`src/rtl/reg_wb_pkg.sv`:
```
// Shared widths, source indices and the holding-slot record for the
// register-file writeback arbiter.
package reg_wb_pkg;
  localparam int DATA_W = 8;
  localparam int ADDR_W = 3;
  localparam int NREG   = 1 << ADDR_W;

  localparam logic SRC_ALU = 1'b0;
  localparam logic SRC_MEM = 1'b1;

  typedef logic [ADDR_W-1:0] addr_t;
  typedef logic [DATA_W-1:0] data_t;

  typedef struct packed {
    logic  valid;
    addr_t addr;
    data_t data;
  } slot_t;

  function automatic logic [NREG-1:0] onehot(input addr_t a, input logic en);
    logic [NREG-1:0] m;
    m    = '0;
    m[a] = en;
    return m;
  endfunction
endpackage

```
`src/rtl/reg_wb_arbiter_if.sv`:
```
// Writeback bus between the two sources, the reg_file write port and
// the decode/stall logic.
interface reg_wb_arbiter_if;
  import reg_wb_pkg::*;

  logic            busywait;
  logic            alu_valid;
  addr_t           alu_addr;
  data_t           alu_data;
  logic            alu_ready;
  logic            mem_valid;
  addr_t           mem_addr;
  data_t           mem_data;
  logic            mem_ready;
  logic            writeen;
  addr_t           inaddr;
  data_t           in_data;
  logic [NREG-1:0] pending_mask;
  logic            idle;

  modport master (
    output busywait, alu_valid, alu_addr, alu_data, mem_valid, mem_addr, mem_data,
    input  alu_ready, mem_ready, writeen, inaddr, in_data, pending_mask, idle
  );

  modport slave (
    input  busywait, alu_valid, alu_addr, alu_data, mem_valid, mem_addr, mem_data,
    output alu_ready, mem_ready, writeen, inaddr, in_data, pending_mask, idle
  );
endinterface

```
`src/rtl/reg_wb_slot.sv`:
```
// One-entry holding register. A grant while empty consumes the incoming
// request directly, so it is never stored.
module reg_wb_slot
  import reg_wb_pkg::*;
(
  input  logic  clk,
  input  logic  rst,
  input  logic  valid,
  input  addr_t addr,
  input  data_t data,
  input  logic  grant,
  output logic  ready,
  output slot_t slot
);

  assign ready = !slot.valid;

  always_ff @(posedge clk or posedge rst) begin
    if (rst) begin
      slot <= '0;
    end else if (slot.valid) begin
      if (grant) slot.valid <= 1'b0;
    end else if (valid && !grant) begin
      slot <= '{valid: 1'b1, addr: addr, data: data};
    end
  end

endmodule

```
`src/rtl/reg_wb_arbiter.sv`:
```
// Arbitrates ALU and load writebacks onto the single reg_file write port.
// Define REG_WB_RR_EN for round-robin between sources on differing addresses.
module reg_wb_arbiter
  import reg_wb_pkg::*;
(
  input  logic             clk,
  input  logic             rst,
  reg_wb_arbiter_if.slave  bus
);

  slot_t alu_slot, mem_slot;
  logic  alu_cand, mem_cand, alu_first, alu_older;
  logic  any_grant, grant_src, grant_alu, grant_mem;
  logic  alu_store, mem_store, contend_diff;
  addr_t alu_c_addr, mem_c_addr, wr_addr;
  data_t alu_c_data, mem_c_data, wr_data;
  logic  wr_en;
`ifdef REG_WB_RR_EN
  logic  last_src;
`endif

  reg_wb_slot u_alu_slot (
    .clk(clk), .rst(rst), .valid(bus.alu_valid), .addr(bus.alu_addr),
    .data(bus.alu_data), .grant(grant_alu), .ready(bus.alu_ready), .slot(alu_slot)
  );

  reg_wb_slot u_mem_slot (
    .clk(clk), .rst(rst), .valid(bus.mem_valid), .addr(bus.mem_addr),
    .data(bus.mem_data), .grant(grant_mem), .ready(bus.mem_ready), .slot(mem_slot)
  );

  // A candidate is the held slot, or the incoming request when the slot is empty.
  always_comb begin
    alu_cand   = alu_slot.valid || bus.alu_valid;
    mem_cand   = mem_slot.valid || bus.mem_valid;
    alu_c_addr = alu_slot.valid ? alu_slot.addr : bus.alu_addr;
    alu_c_data = alu_slot.valid ? alu_slot.data : bus.alu_data;
    mem_c_addr = mem_slot.valid ? mem_slot.addr : bus.mem_addr;
    mem_c_data = mem_slot.valid ? mem_slot.data : bus.mem_data;

    if (alu_slot.valid && mem_slot.valid) alu_first = alu_older;
    else if (mem_slot.valid)              alu_first = 1'b0;
    else                                  alu_first = 1'b1;

    contend_diff = alu_cand && mem_cand && (alu_c_addr != mem_c_addr);
    any_grant    = 1'b0;
    grant_src    = SRC_MEM;
    if (!bus.busywait) begin
      if (alu_cand && mem_cand) begin
        any_grant = 1'b1;
        if (!contend_diff)
          grant_src = alu_first ? SRC_ALU : SRC_MEM;
        else
`ifdef REG_WB_RR_EN
          grant_src = (last_src == SRC_ALU) ? SRC_MEM : SRC_ALU;
`else
          grant_src = SRC_MEM;
`endif
      end else if (alu_cand) begin
        any_grant = 1'b1;
        grant_src = SRC_ALU;
      end else if (mem_cand) begin
        any_grant = 1'b1;
        grant_src = SRC_MEM;
      end
    end
    grant_alu = any_grant && (grant_src == SRC_ALU);
    grant_mem = any_grant && (grant_src == SRC_MEM);
    alu_store = bus.alu_valid && bus.alu_ready && !grant_alu;
    mem_store = bus.mem_valid && bus.mem_ready && !grant_mem;
  end

  always_ff @(posedge clk or posedge rst) begin
    if (rst)                       alu_older <= 1'b0;
    else if (alu_store && mem_store) alu_older <= 1'b1;
    else if (alu_store)            alu_older <= 1'b0;
    else if (mem_store)            alu_older <= 1'b1;
  end

`ifdef REG_WB_RR_EN
  // Reset value points at ALU so MEM wins the first contention.
  always_ff @(posedge clk or posedge rst) begin
    if (rst)                              last_src <= SRC_ALU;
    else if (!bus.busywait && contend_diff) last_src <= grant_src;
  end
`endif

  // Output stage holds still while the memory stalls.
  always_ff @(posedge clk or posedge rst) begin
    if (rst) begin
      wr_en   <= 1'b0;
      wr_addr <= '0;
      wr_data <= '0;
    end else if (!bus.busywait) begin
      wr_en <= any_grant;
      if (any_grant) begin
        wr_addr <= (grant_src == SRC_MEM) ? mem_c_addr : alu_c_addr;
        wr_data <= (grant_src == SRC_MEM) ? mem_c_data : alu_c_data;
      end
    end
  end

  assign bus.writeen      = wr_en;
  assign bus.inaddr       = wr_addr;
  assign bus.in_data      = wr_data;
  assign bus.pending_mask = onehot(alu_slot.addr, alu_slot.valid)
                          | onehot(mem_slot.addr, mem_slot.valid)
                          | onehot(wr_addr, wr_en);
  assign bus.idle         = bus.alu_ready && bus.mem_ready && !wr_en;

endmodule
```
`src/flat_wrapper.sv`:
```
// flat-port wrapper written by rule: the top's interface ports become plain ports
module reg_wb_arbiter_flat import reg_wb_pkg::*;
  (clk, rst, bus_busywait, bus_alu_valid, bus_alu_addr, bus_alu_data, bus_mem_valid, bus_mem_addr, bus_mem_data, bus_alu_ready, bus_mem_ready, bus_writeen, bus_inaddr, bus_in_data, bus_pending_mask, bus_idle);
  reg_wb_arbiter_if bus_i ();
  input  logic clk;
  input  logic rst;
  input wire logic [$bits(bus_i.busywait)-1:0] bus_busywait;
  input wire logic [$bits(bus_i.alu_valid)-1:0] bus_alu_valid;
  input wire logic [$bits(bus_i.alu_addr)-1:0] bus_alu_addr;
  input wire logic [$bits(bus_i.alu_data)-1:0] bus_alu_data;
  input wire logic [$bits(bus_i.mem_valid)-1:0] bus_mem_valid;
  input wire logic [$bits(bus_i.mem_addr)-1:0] bus_mem_addr;
  input wire logic [$bits(bus_i.mem_data)-1:0] bus_mem_data;
  output wire logic [$bits(bus_i.alu_ready)-1:0] bus_alu_ready;
  output wire logic [$bits(bus_i.mem_ready)-1:0] bus_mem_ready;
  output wire logic [$bits(bus_i.writeen)-1:0] bus_writeen;
  output wire logic [$bits(bus_i.inaddr)-1:0] bus_inaddr;
  output wire logic [$bits(bus_i.in_data)-1:0] bus_in_data;
  output wire logic [$bits(bus_i.pending_mask)-1:0] bus_pending_mask;
  output wire logic [$bits(bus_i.idle)-1:0] bus_idle;
  assign bus_i.busywait = bus_busywait;
  assign bus_i.alu_valid = bus_alu_valid;
  assign bus_i.alu_addr = bus_alu_addr;
  assign bus_i.alu_data = bus_alu_data;
  assign bus_i.mem_valid = bus_mem_valid;
  assign bus_i.mem_addr = bus_mem_addr;
  assign bus_i.mem_data = bus_mem_data;
  assign bus_alu_ready = bus_i.alu_ready;
  assign bus_mem_ready = bus_i.mem_ready;
  assign bus_writeen = bus_i.writeen;
  assign bus_inaddr = bus_i.inaddr;
  assign bus_in_data = bus_i.in_data;
  assign bus_pending_mask = bus_i.pending_mask;
  assign bus_idle = bus_i.idle;
  reg_wb_arbiter u_core (.clk(clk), .rst(rst), .bus(bus_i));
endmodule
```
`config.mk`:
```
export PLATFORM = sky130hd
export DESIGN_NAME = reg_wb_arbiter_flat
export DESIGN_NICKNAME = d
export VERILOG_FILES = /design/src/rtl/reg_wb_pkg.sv /design/src/rtl/reg_wb_arbiter_if.sv /design/src/rtl/reg_wb_slot.sv /design/src/rtl/reg_wb_arbiter.sv /design/src/flat_wrapper.sv
export SDC_FILE = /design/constraint.sdc
export NUM_CORES = 1
export LEC_CHECK = 0
export CAP_MARGIN = 20
export CELL_PAD_IN_SITES_DETAIL_PLACEMENT = 0
export CELL_PAD_IN_SITES_GLOBAL_PLACEMENT = 1
export CORE_ASPECT_RATIO = 1.1
export CORE_MARGIN = 5
export CORE_UTILIZATION = 39
export DETAILED_ROUTE_END_ITERATION = 16
export PLACE_DENSITY_LB_ADDON = 0.1
export SKIP_LAST_GASP = 1
export SYNTH_ARGS = -nofsm -noshare
export SYNTH_HDL_FRONTEND = slang
export SYNTH_HIERARCHICAL = 1
export SYNTH_SLANG_ARGS = --single-unit
```
`constraint.sdc`:
```
create_clock -name clk -period 2.7 [get_ports clk]
set_input_delay 0.27 -clock clk [delete_from_list [all_inputs] [get_ports clk]]
set_output_delay 0.27 -clock clk [all_outputs]
set_load 0.005 [all_outputs]
```
==> results.md <==
Timing:
- For this run, the top clock speed supported by timing is between 400 and 500 MHz.
- Summed over all failing endpoints, the final setup total negative slack is 0 ns.
- The tightest slew margin relative to the limit is 0.6531.
- The number of hold violations in the final report is 0.
- The shortest period the worst path allows is between 2 and 2.5 ns.
- The final setup violation count is 0.
- Hold is met by between 0.3 and 0.4 ns.
- Setup repair after global routing left no endpoint under its margin.
- The worst clock skew is ~0.012 ns.
- The number of pins exceeding their max-slew limit in the final report is 0.
- The actual slew at the worst max-slew pin is 0.5198 ns.
- The post-route clock period utilization is 0.8916.
- Across all setup checks in the final design, the least slack found is 0.2927 ns.

Critical path:
- In this design, the stage delay of the slowest critical-path cell is ~0.36 ns.
- Among the stages of the critical path, the cell type that occurs most often is buf_4.
- The critical path data required time is 2.87 ns.
- STA classifies the critical path endpoint as a flip-flop.
- The critical path startpoint category is a flip-flop.
- The signal on the critical path passes through buf_4 -> mux2i_1 -> xnor2_1 -> nand2_1 -> o21ai_4 -> inv_1 -> nor3b_2 -> buf_4 -> mux2_2.
- At the worst endpoint, the arrival time is between 2 and 3 ns.
- The number of buffer and inverter stages on the critical path is 3.
- The category of the critical setup timing path is flip-flop to flip-flop.
- Of all nets on the critical path, the largest fanout is 20.
- On the critical path, the stage with the largest delay is an instance of dfrtp_1.
- The kind of cell with the highest combined delay along the critical path is multiplexers.

Detailed routing:
- The first detailed-routing pass ran for 4 iterations.
- The average wire length per cell after detail routing is about 16 um.
- The residual antenna-violating net count after detailed routing is 0.
- The via count is approximately 1700.
- After detailed routing, the number of vias per cell comes to 5.087.
- The final layout contains routed wiring with a total length of ~5.2 mm.
- The detailed router finished its first iteration with 78 violations.
- For this run, design rule violations remaining after detail routing come to 0.

Pwr:
- Of the total power, the share spent switching nets is 0.3548.
- The part of the power in combinational logic is 0.514.
- The peak supply drop is roughly 0.57 mV.
- The power per cell area is between 1000 and 1500 nW/um^2.
- For this design the static power due to leakage is 1.212 nW.
- Of the total power, the clock network draws 0.160.
- The internal power contribution is approximately 2 mW.
- The total chip power is 3.188 mW.
- The analysis attributes to net switching a power of approximately 1.1 mW.
- Of the total power, registers draw 0.327.

Logic synthesis:
- Yosys attributes the largest share of cell area to dfrtp_1 43%, mux2_2 16%, mux2i_1 7.0%.
- The largest total area in the synthesized netlist belongs to dfrtp_1.
- The netlist uses 34 different library cells.
- The post-synthesis net count is ~220.
- The area fraction of the dominant cell type after synthesis is 0.4325.
- The synthesis-stage register bit count is 37.
- The portion of the post-synthesis area used by sequential elements is 0.4325.
- A synthesized cell averages 10.87 um^2.
- After synthesis the cells add up to 2141 um^2.
- The count of yosys warnings during synthesis is 6.
- After technology mapping, the gate count stands at around 200.

Global routing:
- The total global routing track utilization is 0.1587.
- The number of antenna violations at the first check in global routing is 0.
- For this run, global-route usage on met2 was measured as 0.2786.
- The total overflow left after global routing is 0.
- The number of global-route vias before repair is between 1500 and 2000.
- Entering global routing, the biggest net connects 21 pins.
- The wire length of the first global-routing pass is between 8 and 9 mm.
- In the global route stage, met3 resource usage came out at 0.04115.
- In this run the most used layer during global routing was met2.
- In the global route stage, met1 resource usage came out at 0.1893.

Layout:
- 0 antenna diodes ended up in the layout.
- The post-route standard cell area excluding fillers is approximately 2900 um^2.
- The final core area utilization is 0.5350.
- The number of nets in the layout is ~280.
- Relative to the synthesized area, the layout overhead comes to 33.96%.
- The fraction of final layout cells with drive strength greater than 1 is 0.2101.
- The non-filler instance count after layout is around 330.
- The layout has roughly 490 filler cells.

Floorplanning:
- For this configuration, the core starts out at a cell density of 0.3994.
- The die covers between 7000 and 8000 um^2.
- For this design the top-level I/O count stands at 50.
- The overall die width is about 80 um.
- The die span in y is slightly below 90 um.
- The core region is 5360 um^2.
- The floorplan has 28 rows.

Placed design:
- The number of placed instances with taps included is approximately 320.
- In this run the cell area measured after placement is between 2000 and 3000 um^2.
- During placement, the flow inserted port buffers numbering between 40 and 50.
- The HPWL reported at the end of detailed placement is roughly 4 mm.
- The worst setup timing slack at the placement stage is about 0.16 ns.
- At the end of routability-driven placement, the weighted congestion stood at between 0.7 and 0.8.

Clock tree:
- The clock tree root driver cell is clkbuf_8.
- The source-to-sink clock delay at the later pin of the worst-skew pair is slightly below 0.3 ns.
- The H-tree depth is 2.
- TritonCTS built the clock tree.
- The count of hold buffers inserted by post-cts repair is 0.
- The clock-pin slew of the registers on the worst-case setup and hold paths is roughly 0.08 ns.
- No sink is reached through more buffers than the 2 on the longest clock path.
- The number of gates resized after CTS is 0.
- Clock tree synthesis found a total of 37 sinks.
- TritonCTS created 5 clock buffers.
- After clock tree synthesis, the setup repair step added 0 buffers.

Hold path:
- The worst hold path belongs to the class input port to async pin.

Run:
- The number of max-capacitance violations reported is 0.

Run status:
- The run finished with clean final reports.
-- flip-flops by register name (all words and copies together), names as in the netlist --
register,cells
u_core/alu_older,1
u_core/bus.in_data,8
u_core/bus.inaddr,3
u_core/bus.writeen,1
u_core/u_alu_slot/slot,12
u_core/u_mem_slot/slot,12
-- layout by cell type, fill, tap and decap left out, drive strengths merged, types with 2 or more instances in the layout --
cell            n
nand2b          8
buf            11
nor2           10
a32oi           2
o211a           7
clkdlybuf4s50  49
o31ai           2
nor3            2
mux2i          15
mux2           31
nand3          10
a22oi           2
o21ai           4
inv             7
nor2b          10
nor3b           2
a21oi           2
nand2          15
nand4           2
o211ai         10
dfrtp          37
xnor2           2
clkbuf          6
-- power groups by stage --
stage          logic (mW)  registers, mW  clock network (mW)
6_report             1.64           1.04               0.509
5_1_grt              1.79           1.09               0.547
4_1_cts              1.67           1.04               0.523
2_1_floorplan        1.01           1.01                   0
3_5_place_dp         1.66           1.05                   0
3_3_place_gp         1.65           1.05                   0
-- layer usage --
metal | up-vias | part of all wire | wire length, um
met3 | 9 | 0.046 | 237
met5 | - | 0 | 0
met2 | 42 | 0.51 | 2654
met1 | 804 | 0.42 | 2193
met4 | 0 | 0.021 | 107
li1 | 834 | - | -
-- cell usage after synthesis (all sizes together) --
cell type and n:
a211o 1, a21o 1, a21oi 2, a22oi 2, a32o 1, a32oi 2
and2 1, buf 5, clkbuf 3, dfrtp 37, inv 7, mux2 31
mux2i 15, nand2 15, nand2b 8, nand3 10, nand4 2, nor2 10
nor2b 10, nor3 2, nor3b 2, nor4 1, o211a 7, o211ai 10
o21ai 4, o221ai 1, o31ai 2, or2b 1, or3 1, xnor2 2
xor2 1
-- area by class of cell --
cell class / count / area, um^2 / share of cell area
repair buffers: 60 / 573.1 / 0.1998
well taps: 75 / 93.84 / 0.03272
clock inverters: 2 / 37.54 / 0.01309
flip-flops and latches: 37 / 925.9 / 0.3229
multi-input cells: 145 / 1129 / 0.3935
clock buffers: 6 / 82.58 / 0.02880
inverters: 7 / 26.28 / 0.009162
-- kinds of logic after synthesis --
family          Yosys count  share of synthesized area
simple gates             63                     0.1543
xor+xnor                  3                    0.01228
flops                    37                     0.4325
compound gates           33                     0.1274
buf+inv                  15                    0.04033
mux                      46                     0.2332
-- path summary, 6_finish.rpt --
kind	from	endpoint	slack, ns	cells after the start
min in group clk	u_core/alu_older$_DFFE_PP0P_	u_core/alu_older$_DFFE_PP0P_	0.50	1
min	rst	u_core/u_alu_slot/slot[6]$_DFFE_PP0P_	0.37	2
max reg2reg	u_core/u_alu_slot/slot[11]$_DFF_PP0_	u_core/u_mem_slot/slot[0]$_DFFE_PP0P_	0.29	9
max	u_core/u_alu_slot/slot[11]$_DFF_PP0_	u_core/u_mem_slot/slot[0]$_DFFE_PP0P_	0.29	9
min reg2reg	u_core/alu_older$_DFFE_PP0P_	u_core/alu_older$_DFFE_PP0P_	0.50	1
max in group asynchronous	rst	u_core/bus.in_data[4]$_DFFE_PP0P_	1.96	2
Note: power is estimated with default switching activity, not from simulation.
